**src/rtl/fifo_burst_reader.sv**
```systemverilog
// fifo_burst_reader: drains a synchronous FIFO with 1-cycle read latency into a
// 2-entry skid buffer and frames the words into BURST_LEN-beat bursts on a
// valid/ready stream. m_sop/m_eop mark the first/last beat of every burst.
// Optional feature macro: FRAMER_TIMEOUT_EN (idle counter driving stall_timeout).
module fifo_burst_reader #(
    parameter int unsigned DATA_WIDTH     = 16,
    parameter int unsigned BURST_LEN      = 4,
    parameter int unsigned TIMEOUT_CYCLES = 32
) (
    input  logic                  clk,
    input  logic                  reset,
    input  logic                  fifo_empty,
    input  logic                  fifo_almost_empty,
    input  logic [DATA_WIDTH-1:0] fifo_data,
    output logic                  fifo_read_en,
    output logic                  m_valid,
    input  logic                  m_ready,
    output logic [DATA_WIDTH-1:0] m_data,
    output logic                  m_sop,
    output logic                  m_eop,
    output logic [15:0]           words_sent,
    output logic                  stall_timeout
);

    localparam int unsigned IDX_W = (BURST_LEN > 1) ? $clog2(BURST_LEN) : 1;
    localparam logic [IDX_W-1:0] LAST_IDX = IDX_W'(BURST_LEN - 1);

    // Elaboration-time parameter sanity
    if (BURST_LEN < 2) begin : g_bad_burst_len
        $error("fifo_burst_reader: BURST_LEN must be >= 2");
    end
    if (TIMEOUT_CYCLES < 1) begin : g_bad_timeout
        $error("fifo_burst_reader: TIMEOUT_CYCLES must be >= 1");
    end

    typedef enum logic {
        S_IDLE,
        S_STREAM
    } state_t;

    state_t                  state_q, state_d;
    logic [DATA_WIDTH-1:0]   buf1_q, buf1_d;
    logic [DATA_WIDTH-1:0]   buf0_d;
    logic [1:0]              occ_q, occ_d;
    logic                    inflight_q;
    logic                    rd_d2_q;
    logic [IDX_W-1:0]        beat_idx_q, beat_idx_d;
    logic                    valid_d, sop_d, eop_d;
    logic [15:0]             words_d;

    logic                    pop;
    logic                    cap;
    logic [1:0]              occ_after_pop;
    logic                    credit_ok;
    logic                    settle_ok;

    // Read request: combinational because full throughput needs the credit to
    // see this cycle's pop; the slot freed by the pop is the one the read refills.
    always_comb begin
        pop           = m_valid & m_ready;
        cap           = inflight_q;
        occ_after_pop = occ_q - 2'(pop);
        credit_ok     = (occ_after_pop + 2'(inflight_q)) < 2'd2;
        settle_ok     = !fifo_almost_empty || !(inflight_q || rd_d2_q);
        fifo_read_en  = !reset && !fifo_empty && credit_ok && settle_ok;
    end

    // Next-state: skid buffer, framing, beat counter and FSM
    always_comb begin
        state_d    = state_q;
        buf0_d     = m_data;
        buf1_d     = buf1_q;
        occ_d      = occ_q + 2'(cap) - 2'(pop);
        beat_idx_d = beat_idx_q;
        words_d    = words_sent;

        case ({cap, pop})
            2'b01: buf0_d = buf1_q;
            2'b10: begin
                if (occ_q == 2'd0) buf0_d = fifo_data;
                else               buf1_d = fifo_data;
            end
            2'b11: begin
                if (occ_q == 2'd1) begin
                    buf0_d = fifo_data;
                end else begin
                    buf0_d = buf1_q;
                    buf1_d = fifo_data;
                end
            end
            default: ;
        endcase

        if (pop) begin
            beat_idx_d = (beat_idx_q == LAST_IDX) ? '0 : beat_idx_q + IDX_W'(1);
            words_d    = words_sent + 16'(1);
        end

        valid_d = (occ_d != 2'd0);
        sop_d   = valid_d && (beat_idx_d == '0);
        eop_d   = valid_d && (beat_idx_d == LAST_IDX);

        case (state_q)
            S_IDLE: begin
                if (fifo_read_en) state_d = S_STREAM;
            end
            S_STREAM: begin
                if (pop && m_eop && (occ_d == 2'd0) && !fifo_read_en) state_d = S_IDLE;
            end
            default: state_d = S_IDLE;
        endcase
    end

    // State and output registers
    always_ff @(posedge clk) begin
        if (reset) begin
            state_q    <= S_IDLE;
            m_data     <= '0;
            buf1_q     <= '0;
            occ_q      <= 2'd0;
            inflight_q <= 1'b0;
            rd_d2_q    <= 1'b0;
            beat_idx_q <= '0;
            m_valid    <= 1'b0;
            m_sop      <= 1'b0;
            m_eop      <= 1'b0;
            words_sent <= 16'd0;
        end else begin
            state_q    <= state_d;
            m_data     <= buf0_d;
            buf1_q     <= buf1_d;
            occ_q      <= occ_d;
            inflight_q <= fifo_read_en;
            rd_d2_q    <= inflight_q;
            beat_idx_q <= beat_idx_d;
            m_valid    <= valid_d;
            m_sop      <= sop_d;
            m_eop      <= eop_d;
            words_sent <= words_d;
        end
    end

`ifdef FRAMER_TIMEOUT_EN
    localparam int unsigned TO_W = $clog2(TIMEOUT_CYCLES + 1);
    localparam logic [TO_W-1:0] TO_MAX = TO_W'(TIMEOUT_CYCLES);

    logic [TO_W-1:0] idle_cnt_q, idle_cnt_d;
    logic            stall_d;
    logic            idle_cycle;

    // Idle counter: partial burst open with nothing buffered or in flight
    always_comb begin
        idle_cnt_d = idle_cnt_q;
        stall_d    = stall_timeout;
        idle_cycle = (beat_idx_q != '0) && (occ_q == 2'd0) && !inflight_q;
        if (pop) begin
            idle_cnt_d = '0;
            stall_d    = 1'b0;
        end else if (idle_cycle && (idle_cnt_q != TO_MAX)) begin
            idle_cnt_d = idle_cnt_q + TO_W'(1);
            stall_d    = stall_timeout || (idle_cnt_d == TO_MAX);
        end
    end

    // Idle counter and stall flag registers
    always_ff @(posedge clk) begin
        if (reset) begin
            idle_cnt_q    <= '0;
            stall_timeout <= 1'b0;
        end else begin
            idle_cnt_q    <= idle_cnt_d;
            stall_timeout <= stall_d;
        end
    end
`else
    assign stall_timeout = 1'b0;
`endif

endmodule

```
**config.mk**
```make
export PLATFORM = sky130hd
export DESIGN_NAME = fifo_burst_reader
export DESIGN_NICKNAME = d
export VERILOG_FILES = /design/src/rtl/fifo_burst_reader.sv
export SDC_FILE = /design/constraint.sdc
export NUM_CORES = 1
export LEC_CHECK = 0
export CORE_MARGIN = 5
export CORE_UTILIZATION = 47
export CTS_CLUSTER_DIAMETER = 150
export DETAILED_ROUTE_END_ITERATION = 8
export PLACE_DENSITY_LB_ADDON = 0.15
export SYNTH_ARGS = -nofsm -noshare
export SYNTH_HDL_FRONTEND = slang
export SYNTH_SLANG_ARGS = --single-unit
```
**constraint.sdc**
```tcl
create_clock -name clk -period 4.49 [get_ports clk]
set_clock_uncertainty 0.15 [all_clocks]
set_input_delay 0.898 -clock clk [delete_from_list [all_inputs] [get_ports clk]]
set_output_delay 0.898 -clock clk [all_outputs]
set_load 0.02 [all_outputs]
```
# Yosys cells after proc, flatten, opt, wreduce, memory -nomap -nowiden
# Index checks and enable logic that the tools add are counted.
[word_totals]
elab_cells = 53
reg_bits = 57
output_inout_bits = 37
[classes]
n_lt_le_gt_ge = 1
eq_ne = 9
reduce_logical = 18
bitwise = 1
n_addsub = 6
muxes = 8
[ops]
columns = ["operator", "count"]
rows = [
  ["$mux W16", 4],
  ["$pmux W16 S3", 1],
  ["$pmux W16 S2", 1],
  ["$add A16 B1 Y16 const B", 1],
  ["$eq A2 B2 Y1 const B", 4],
  ["$ne A2 B2 Y1 const B", 3],
  ["$logic_and A1 B1 Y1", 5],
  ["$add A2 B1 Y2", 2],
  ["$eq A2 B1 Y1 const B", 2],
  ["$logic_not A1 Y1", 4],
  ["$logic_not A2 Y1", 2],
  ["$mux W2", 2],
  ["$reduce_bool A2 Y1", 2],
  ["$sub A2 B1 Y2", 2],
  ["$reduce_and A3 Y1", 1],
  ["$reduce_bool A3 Y1", 1],
  ["$add A2 B1 Y2 const B", 1],
  ["$logic_or A1 B1 Y1", 2],
  ["$lt A2 B2 Y1 const B", 1],
  ["$reduce_and A2 Y1", 1],
  ["$and A1 B1 Y1", 1],
]

# Longest topological paths before layout
[depth]
word_depth = 6
mapped_depth = 8
ltp_nobuf = 7

# Least setup slack after synthesis
# Ideal clock, no wire load.
[synth_timing]
kind = "input to output"
start = "input port m_ready"
end = "output port fifo_read_en"
cell_stages = 6
n_path_buf = 0
t_required_ps = 3442
t_arrival_ps = 2238
path_slack_ps = 1204
cell_sequence = "nand2_1 > ha_1 > ha_1 > xnor2_1 > xnor2_1 > and3_1"
[synth_between]
elab_chain_len = 6
[synth_rtl]
columns = ["element", "line", "text"]
rows = [
  ["from (decl)", "17", "input logic m_ready,"],
  ["$and A1 B1 Y1", "60", "pop = m_valid & m_ready;"],
  ["$sub A2 B1 Y2", "62", "occ_after_pop = occ_q - 2'(pop);"],
  ["$add A2 B1 Y2", "63", "credit_ok = (occ_after_pop + 2'(inflight_q)) < 2'd2;"],
  ["$lt A2 B2 Y1", "63", ""],
  ["$logic_and A1 B1 Y1 (2 in series)", "65", "fifo_read_en = !reset && !fifo_empty && credit_ok && settle_ok;"],
  ["to (decl)", "15", "output logic fifo_read_en,"],
]
# No other way between the ends.

# Worst setup path after layout
# Ends and elaborated chain as after synthesis.

==> impl_metrics.tcl <==
set metrics [dict create \
    sw_frac_of_total_pct 35.71 \
    netlist_instances 284 \
    p_sw_uw 602.5 \
    synth_area_per_cell_um2 9.371 \
    syn_area_um2 2661 \
    max_cap_violations 0 \
    cts_inserted_buffers 9 \
    fin_crit_sh_pct 94.55 \
    outcome "completed" \
    avgRoutedWirePerCell_um 16.18 \
    drt_pass1_iterations 4 \
    synth.top_cells.by_count "57 x dfxtp_1, 52 x nor2_1, 18 x nor3_1" \
    comb_power_share_pct 36.3 \
    rr_worst_depth 7 \
    rows 27 \
    p_leak_nw 1.232 \
    totalWireLength_um 6587 \
    synth_seq_cells 57 \
    critPathMaxFanout 7 \
    r2r_setup_slack_ns 2.02 \
    drive_gt1_share_pct 9.851 \
    critPathRequiredTime_ns 3.44 \
    port-buffer-count 56 \
    synth_top_area_share_pct 42.88 \
    dieArea_um2 7268 \
    hold_depth 2 \
    startpoint_type "primary input" \
    clock-root-buffer "clkbuf_8" \
    place_hpwl_um 4095 \
    tritoncts "yes" \
    cts-htree-levels 3 \
    post_cts_buffers 0 \
    start_util_pct 48.33 \
    hold_violations 0 \
    power.density_nw_per_um2 499.9 \
    cts_resized 0 \
    drc 0 \
    synth_top_flop_cell "dfxtp_1" \
    period_needed_ns 4.245 \
    dp.cells 393 \
    core_region_area_um2 5507 \
    max_slew_margin_pct 37.69 \
    initialDrtViolationCount 170 \
    intPower_mw 1.085 \
    cts_sinks 57 \
    ir_drop_v 0.0002628 \
    reg2reg_from "m_valid$_SDFF_PP0_" \
    die_h_um 85.25 \
    via_count 2403 \
    yosysWarnings 0 \
    boundaryPins 58 \
    grt_pass1_vias 2258 \
    cp.arrival_ns 3.20 \
    final_util_pct 61.30 \
    antenna_found_initial 0 \
    avgViaCountPerCell 5.904 \
    synth_edf_count 0 \
    nNetsFinal 358 \
    clock_latency_ns 0.33 \
    cts_buffer_depth 2 \
    grt_pass1_wl_um 10800 \
    yosysSeqAreaShare_pct 42.88 \
    worstMarginPinSlew_ns 0.9347 \
    grt_start_max_net_pins 57 \
    critPathCaptureType "output port" \
    layout.cells.non_filler 407 \
    yosysTopAreaCell "dfxtp_1" \
    worst-setup-path-type "primary input to output port" \
    worstHoldStart "words_sent[1]$_SDFFE_PP0P_" \
    synthArstFlopShare_pct 0 \
    gp_congestion 0.7933 \
    antenna_left 0 \
    synth_area_leaders "dfxtp_1 43%, nor2_1 7.3%, a221o_1 6.0%" \
    drv_slew 0 \
    cts_hold_buf 0 \
    yosysUniqueCellTypes 39 \
    max_freq_mhz 235.6 \
    grt_usage_pct 18.48 \
    clkTransAtPathRegs_ns 0.06 \
    seq_power_share_pct 39.3 \
    clkPwrFrac_pct 24.5 \
    overflow 0 \
    antenna_cells 0 \
    grt_setup_unrepaired "false" \
    syn-num-nets 310 \
    final.setup.tns_ns 0 \
    finalSetupViolCount 0 \
    yosysMostFrequentCell "dfxtp_1" \
    crit_start "m_ready" \
    min-delay-path-class "register to register" \
    syn_to_final_growth_pct 26.85 \
    dieWidth_um 85.25 \
]
[routing by layer]
layer  global-route usage, %  wire length, um  vias up
li1                        -                -     1157
met3                   6.505              476       12
met4                   8.201              102        0
met1                   23.66             2983     1155
met2                   27.90             3025       79
met5                       0                0        -
[cell usage in the layout (no fill, tap or decap), types with 9 or more instances in the layout]
cell	Yosys	routed
a221o_1	16	16
nor3_1	18	18
xor2_1	10	10
nor2_1	52	52
clkbuf_8	0	11
a221oi_2	10	10
clkdlybuf4s50_1	0	55
a32oi_1	17	17
a21oi_1	9	9
dfxtp_1	57	57
[worst max-delay path: stages]
cell and delay [ns]:
clkdlybuf4s50_1 0.57, nand2_1 0.10, ha_1 0.31, ha_1 0.20, xnor2_1 0.13, xnor2_1 0.18, and3_1 0.19, clkdlybuf4s50_1 0.61
[state kept, by name, indices dropped and copies added (netlist names)]
register / cells
buf1_q: 16
rd_d2_q: 1
m_eop: 1
m_valid: 1
beat_idx_q: 2
cap: 1
occ_q: 2
m_data: 16
words_sent: 16
m_sop: 1
[path summary, 6_finish.rpt]
path / end
max reg2reg: m_data[12]$_SDFFE_PP0P_
min: words_sent[1]$_SDFFE_PP0P_
min reg2reg: words_sent[1]$_SDFFE_PP0P_
max: fifo_read_en
[final cells by class]
cell class,count,area (um2)
fill,484,2131
multi-input combinational,199,1374
sequential,57,1141
timing repair buffer,61,593.1
clock buffer,14,162.7
tap,72,90.09
inverter,4,15.01
[per-stage QoR]
step | power [mW] | cell area, um2 | hold WS, ns | setup slack [ns]
after floorplan | 1.059 | 2661 | 0.3179 | 1.204
after global placement | 1.276 | 3213 | 0.3284 | 0.2993
after detailed placement | 1.285 | 3213 | 0.3312 | 0.2393
after CTS | 1.700 | 3376 | 0.3456 | 0.2271
after global routing | 1.792 | 3376 | 0.3652 | 0.08643
final | 1.687 | 3376 | 0.3403 | 0.2447
[cell families (layout without fill, tap and decap cells)]
family | Yosys count | in the layout | synth area share [%]
compound gates | 69 | 69 | 23.46
buf+inv | 28 | 79 | 5.501
flops | 57 | 57 | 42.88
fa+ha+maj | 5 | 5 | 2.351
xor+xnor | 13 | 13 | 4.278
other cells | 1 | 1 | 0.1409
mux | 1 | 1 | 0.8462
simple gates | 110 | 110 | 20.55
[power by group through the flow]
stage	sequential (mW)	combinational (mW)	clock, mW
floorplan	0.728	0.331	0
global route	0.676	0.667	0.449
finish	0.663	0.612	0.413
global placement	0.670	0.606	0
detailed placement	0.673	0.612	0
CTS	0.663	0.615	0.423
(Power assumes the default switching activity.)
==> edit 1 (config.mk and constraints unchanged) <==
The parameter `BURST_LEN` goes from 4 to 2.
--- a/src/rtl/fifo_burst_reader.sv
+++ b/src/rtl/fifo_burst_reader.sv
@@ -4,7 +4,7 @@
 // Optional feature macro: FRAMER_TIMEOUT_EN (idle counter driving stall_timeout).
 module fifo_burst_reader #(
     parameter int unsigned DATA_WIDTH     = 16,
-    parameter int unsigned BURST_LEN      = 4,
+    parameter int unsigned BURST_LEN      = 2,
     parameter int unsigned TIMEOUT_CYCLES = 32
 ) (
     input  logic                  clk,
Check against the original RTL: not equivalent (Yosys sat finds a counterexample within 4 cycles, from zero or initial values and one cycle with reset high).
==> edit 1 against the unedited design <==
  * Routed wire length rose by 7.0%
  * Setup slack got worse by 0.047 ns
  * Hold slack got worse by 0.022 ns
  * Via count rose by 5.3%
  * Sequential power rose by 3%
  * Synthesized area rose by 7.2%
  * Sequential cell count fell by 1
  * Total power fell by 3.9%
  * Cell area rose by 2.7%
  * Critical path type unchanged
  * Critical endpoint unchanged
  * Largest power group unchanged
==> edit 1: results (changes against the unedited design) <==
[metrics] run status: finished, final reports clean
[metrics] average via count per standard cell: 5.911 (+0.12%)
[metrics] Synth Area in Compound Gates: 0.2680 (+0.03338)
[metrics] dominant cells by area after synthesis: sky130_fd_sc_hd__dfxtp_1 (39%), sky130_fd_sc_hd__nor2_1 (5.9%), sky130_fd_sc_hd__a221o_1 (5.6%)
[metrics] post-synthesis mux area share: 0 (-0.008463)
[metrics] clock share of power: 0.179 (-0.066)
[metrics] Internal Pwr Total: 0.9878 mW (-9.0%)
[metrics] root cell of the clock tree: sky130_fd_sc_hd__clkbuf_8
[metrics] mean instance size in the synthesized netlist: 9.085 µm² (-3.0%)
[metrics] CP max stage delay: 0.65 ns (+0.04 ns)
[metrics] top cell types by occurrence after synthesis: sky130_fd_sc_hd__dfxtp_1 (56), sky130_fd_sc_hd__nor2_1 (45), sky130_fd_sc_hd__nand2_1 (25), sky130_fd_sc_hd__or3_1 (18)
[metrics] Placed Cells incl. Taps: 420 (+6.9%)
[metrics] post-DR wirelength/cell: 16.47 µm (+1.8%)
[metrics] total global-route track usage: 0.1873 (+0.002493)
[metrics] critical path peak fanout: 4 (-3)
[metrics] Clock transition at path regs: 0.10 ns (+0.04 ns)
[metrics] actual transition at the worst max-transition pin: 0.9662 ns (+0.03152 ns)
[metrics] Setup Buffers After CTS: 0 (unchanged)
[metrics] net count after synthesis: 339 (+9.4%)
[metrics] global-route wire length before repair: 11.56 mm (+7.0%)
[metrics] number of buffers added by the clock tree synthesis step: 5 (-4)
[metrics] gpl congestion: 0.7660 (-3.4%)
[metrics] share of final-layout standard cells stronger than drive strength 1: 0.09915 (+0.0006427)
[metrics] count of unique library cells instantiated by Yosys: 45 (+15%)
[metrics] antenna violations before repair: 0 (unchanged)
[metrics] final net count: 377 (+5.3%)
[metrics] sequential fraction of the synthesis area: 0.3930 (-0.03579)
[metrics] leakage power summed over all cells: 1.218 nW (-1.1%)
[metrics] number of gates resized after cts: 0 (unchanged)
[metrics] IO Port Bufs: 56 (unchanged)
[metrics] H-tree levels: 2 (-1)
[metrics] Seq pwr share: 0.421 (+0.028)
[metrics] Switching Share: 0.3911 (+0.03400)
[metrics] Filler cells: 549 (+13%)
[metrics] vias in the first global route: 2365 (+4.7%)
[metrics] starting DRC count in detailed routing: 164 (-3.5%)
[metrics] post-synthesis share of cell area spent on full adders, half adders and majority gates: 0.01754 (-0.005963)
[metrics] placed wire-length estimate after detailed placement: 4.505 mm (+10%)
[metrics] synthesized-area fraction occupied by xor and xnor cells: 0.03991 (-0.002871)
[metrics] clock insertion delay at the later pin of the skew report: 0.32 ns
[metrics] Layout Cells excl Fill: 428 (+5.2%)
[metrics] worst vdd rail ir drop: 0.0002325 V (-12%)
[metrics] worst slack at placement: 0.1881 ns (-0.05121 ns)
[metrics] arrival time reported for the critical path endpoint: 3.24 ns (+0.04 ns)
[edit 1: cell count changes after synthesis, moves of 4 or more]
cell	delta
sky130_fd_sc_hd__nand2_1	+20
sky130_fd_sc_hd__a211oi_1	+16
sky130_fd_sc_hd__nor3_1	-16
sky130_fd_sc_hd__or3_1	+15
sky130_fd_sc_hd__nor2_1	-7
sky130_fd_sc_hd__o21ai_1	-6
sky130_fd_sc_hd__and3_1	-5
sky130_fd_sc_hd__clkbuf_1	+5
sky130_fd_sc_hd__buf_6	+4
sky130_fd_sc_hd__o21ai_0	+4
[edit 1: layer usage]
metal,part of all wire,global-route usage
met3,0.064,0.03575
met2,0.48,0.3151
met1,0.45,0.2421
met5,0,0
met4,0.0087,0.05858
[edit 1: per-stage QoR]
stage	area [µm²]	hold WS [ns]
after floorplan	2853	0.3000
after global placement	3373	0.3077
after detailed placement	3373	0.3057
after CTS	3466	0.3247
after global routing	3466	0.3635
final	3466	0.3187
[edit 1: tightest hold or removal path, cell delays in order, from the launching register on]
cell	delay (ns)
sky130_fd_sc_hd__dfxtp_1	0.33
sky130_fd_sc_hd__inv_1	0.07
sky130_fd_sc_hd__nor2_1	0.04
[edit 1: worst paths after layout]
kind	to	depth (start not counted)	from	slack, ns
worst max register to register	m_data[3]	6	occ_q[0]	1.79
worst max-delay path	fifo_read_en	8	m_ready	0.20
worst min-delay path	rd_d2_q	2	cap	0.32
worst min register to register	rd_d2_q	2	cap	0.32
[edit 1: layout make-up]
class / instances / share of cell area
well taps: 75 / 0.02708
multi-input cells: 224 / 0.4451
inverters: 2 / 0.002166
clock buffers: 5 / 0.01986
clock inverters: 3 / 0.006859
flip-flops and latches: 56 / 0.3235
repair buffers: 63 / 0.1755
==> edit 2 (config.mk and constraints unchanged) <==
Made on the original files. `m_data`, `buf1_q` and `words_sent` no longer have a reset.
--- a/src/rtl/fifo_burst_reader.sv
+++ b/src/rtl/fifo_burst_reader.sv
@@ -115,8 +115,6 @@
     always_ff @(posedge clk) begin
         if (reset) begin
             state_q    <= S_IDLE;
-            m_data     <= '0;
-            buf1_q     <= '0;
             occ_q      <= 2'd0;
             inflight_q <= 1'b0;
             rd_d2_q    <= 1'b0;
@@ -124,11 +122,8 @@
             m_valid    <= 1'b0;
             m_sop      <= 1'b0;
             m_eop      <= 1'b0;
-            words_sent <= 16'd0;
         end else begin
             state_q    <= state_d;
-            m_data     <= buf0_d;
-            buf1_q     <= buf1_d;
             occ_q      <= occ_d;
             inflight_q <= fifo_read_en;
             rd_d2_q    <= inflight_q;
@@ -136,8 +131,13 @@
             m_valid    <= valid_d;
             m_sop      <= sop_d;
             m_eop      <= eop_d;
-            words_sent <= words_d;
         end
+    end
+
+    always_ff @(posedge clk) begin
+        m_data     <= buf0_d;
+        buf1_q     <= buf1_d;
+        words_sent <= words_d;
     end
 
 `ifdef FRAMER_TIMEOUT_EN
Formal check against the unedited RTL: differs if reset is asserted again (counterexample within 4 cycles, from zero or initial values and one cycle with reset high); with reset held inactive, the same outputs for 10 cycles.
==> edit 2 against the unedited design <==
  * Hold slack improved by 0.045 ns
  * Routed wire length fell by 31%
  * Critical path depth did not move
  * Total power rose by 8.5%
  * Cell count fell by 27%
  * Setup slack got worse by 0.048 ns
  * Sequential cell count did not move
  * Combinational power fell by 14%
  * Synthesized area fell by 9.1%
  * Cell area fell by 3.5%
  * Critical path type unchanged
  * Highest routed layer unchanged
  * Clock power rose by 23%
==> edit 2: results (changes against the unedited design) <==
[metrics] run status: finished, final reports clean
[metrics] worst slack at placement: 0.2200 ns (-0.01926 ns)
[metrics] sequential fraction of the synthesis area: 0.6701 (+0.2413)
[metrics] net count after synthesis: 186 (-40%)
[metrics] post-synthesis instance total: 159 (-44%)
[metrics] RR Endpoint: m_sop
[metrics] worst vdd rail ir drop: 0.0003333 V (+27%)
[metrics] power drawn by the combinational cells: 0.528 mW (-14%)
[metrics] placed wire-length estimate after detailed placement: 3.223 mm (-21%)
[metrics] met2 Use GR: 0.2294 (-0.04955)
[metrics] arrival time reported for the critical path endpoint: 3.25 ns (+0.05 ns)
[metrics] share of final-layout standard cells stronger than drive strength 1: 0.1278 (+0.02925)
[metrics] number of cells on the worst hold path: 1 (-1)
[metrics] final net count: 249 (-30%)
[metrics] clock-net power: 0.507 mW (+23%)
[metrics] starting DRC count in detailed routing: 89 (-48%)
[metrics] internal reg-to-reg setup slack: 2.32 ns (+0.30 ns)
[metrics] average via count per standard cell: 5.199 (-12%)
[metrics] startpoint of the worst hold path: buf1_q[7]
[metrics] total global-route track usage: 0.1465 (-0.03823)
[metrics] Placed Cells incl. Taps: 281 (-28%)
[metrics] dominant cells by area after synthesis: sky130_fd_sc_hd__edfxtp_1 (60%), sky130_fd_sc_hd__dfxtp_1 (7.4%), sky130_fd_sc_hd__a22o_1 (5.8%)
[metrics] critical path peak fanout: 8 (+1)
[metrics] dpl cell area: 3047 µm² (-5.2%)
[metrics] Global Route met1 Usage: 0.1852 (-0.05137)
[metrics] drt total wl: 4.557 mm (-31%)
[metrics] leakage power summed over all cells: 1.207 nW (-2.1%)
[metrics] Metal-1 WL: 2.002 mm (-33%)
[metrics] number of detailed-routing iterations run before antenna repair: 5 (+1)
[metrics] top cell types by occurrence after synthesis: sky130_fd_sc_hd__edfxtp_1 (48), sky130_fd_sc_hd__a22o_1 (16), sky130_fd_sc_hd__nor2_1 (10), sky130_fd_sc_hd__dfxtp_1 (9)
[metrics] maximum number of pins on one net before global-route repair: 17 (-70%)
[metrics] Hold WS: 0.3856 ns (+0.04526 ns)
[metrics] routed length on met3: 286 µm (-40%)
[metrics] normalized max-slew margin: 0.4028 (+0.02591)
[metrics] net load switching power: 0.5460 mW (-9.4%)
edit 2: layout make-up:
type,count,area (µm²)
fill,360,1785
sequential,57,1622
multi-input combinational,91,743.2
timing repair buffer,58,575.6
clock buffer,10,127.6
tap,70,87.58
clock inverter,6,82.58
inverter,5,18.77
edit 2: cell families (layout without fill, tap and decap cells):
kind of cell | after synthesis | count (layout) | synth area share
flops | 57 | 57 | 0.6701
simple gates | 39 | 39 | 0.09825
compound gates | 23 | 23 | 0.08480
xor+xnor | 16 | 16 | 0.06412
buf+inv | 11 | 79 | 0.02275
fa+ha+maj | 6 | 6 | 0.03102
mux | 6 | 6 | 0.02740
other cells | 1 | 1 | 0.001550
edit 2: worst max-delay path by stage:
stage	from	endpoint	cells after the start
floorplan	m_ready	fifo_read_en	6
finish	m_ready	fifo_read_en	8
CTS	m_ready	fifo_read_en	8
global placement	m_ready	fifo_read_en	8
detailed placement	m_ready	fifo_read_en	8
global route	m_ready	fifo_read_en	8
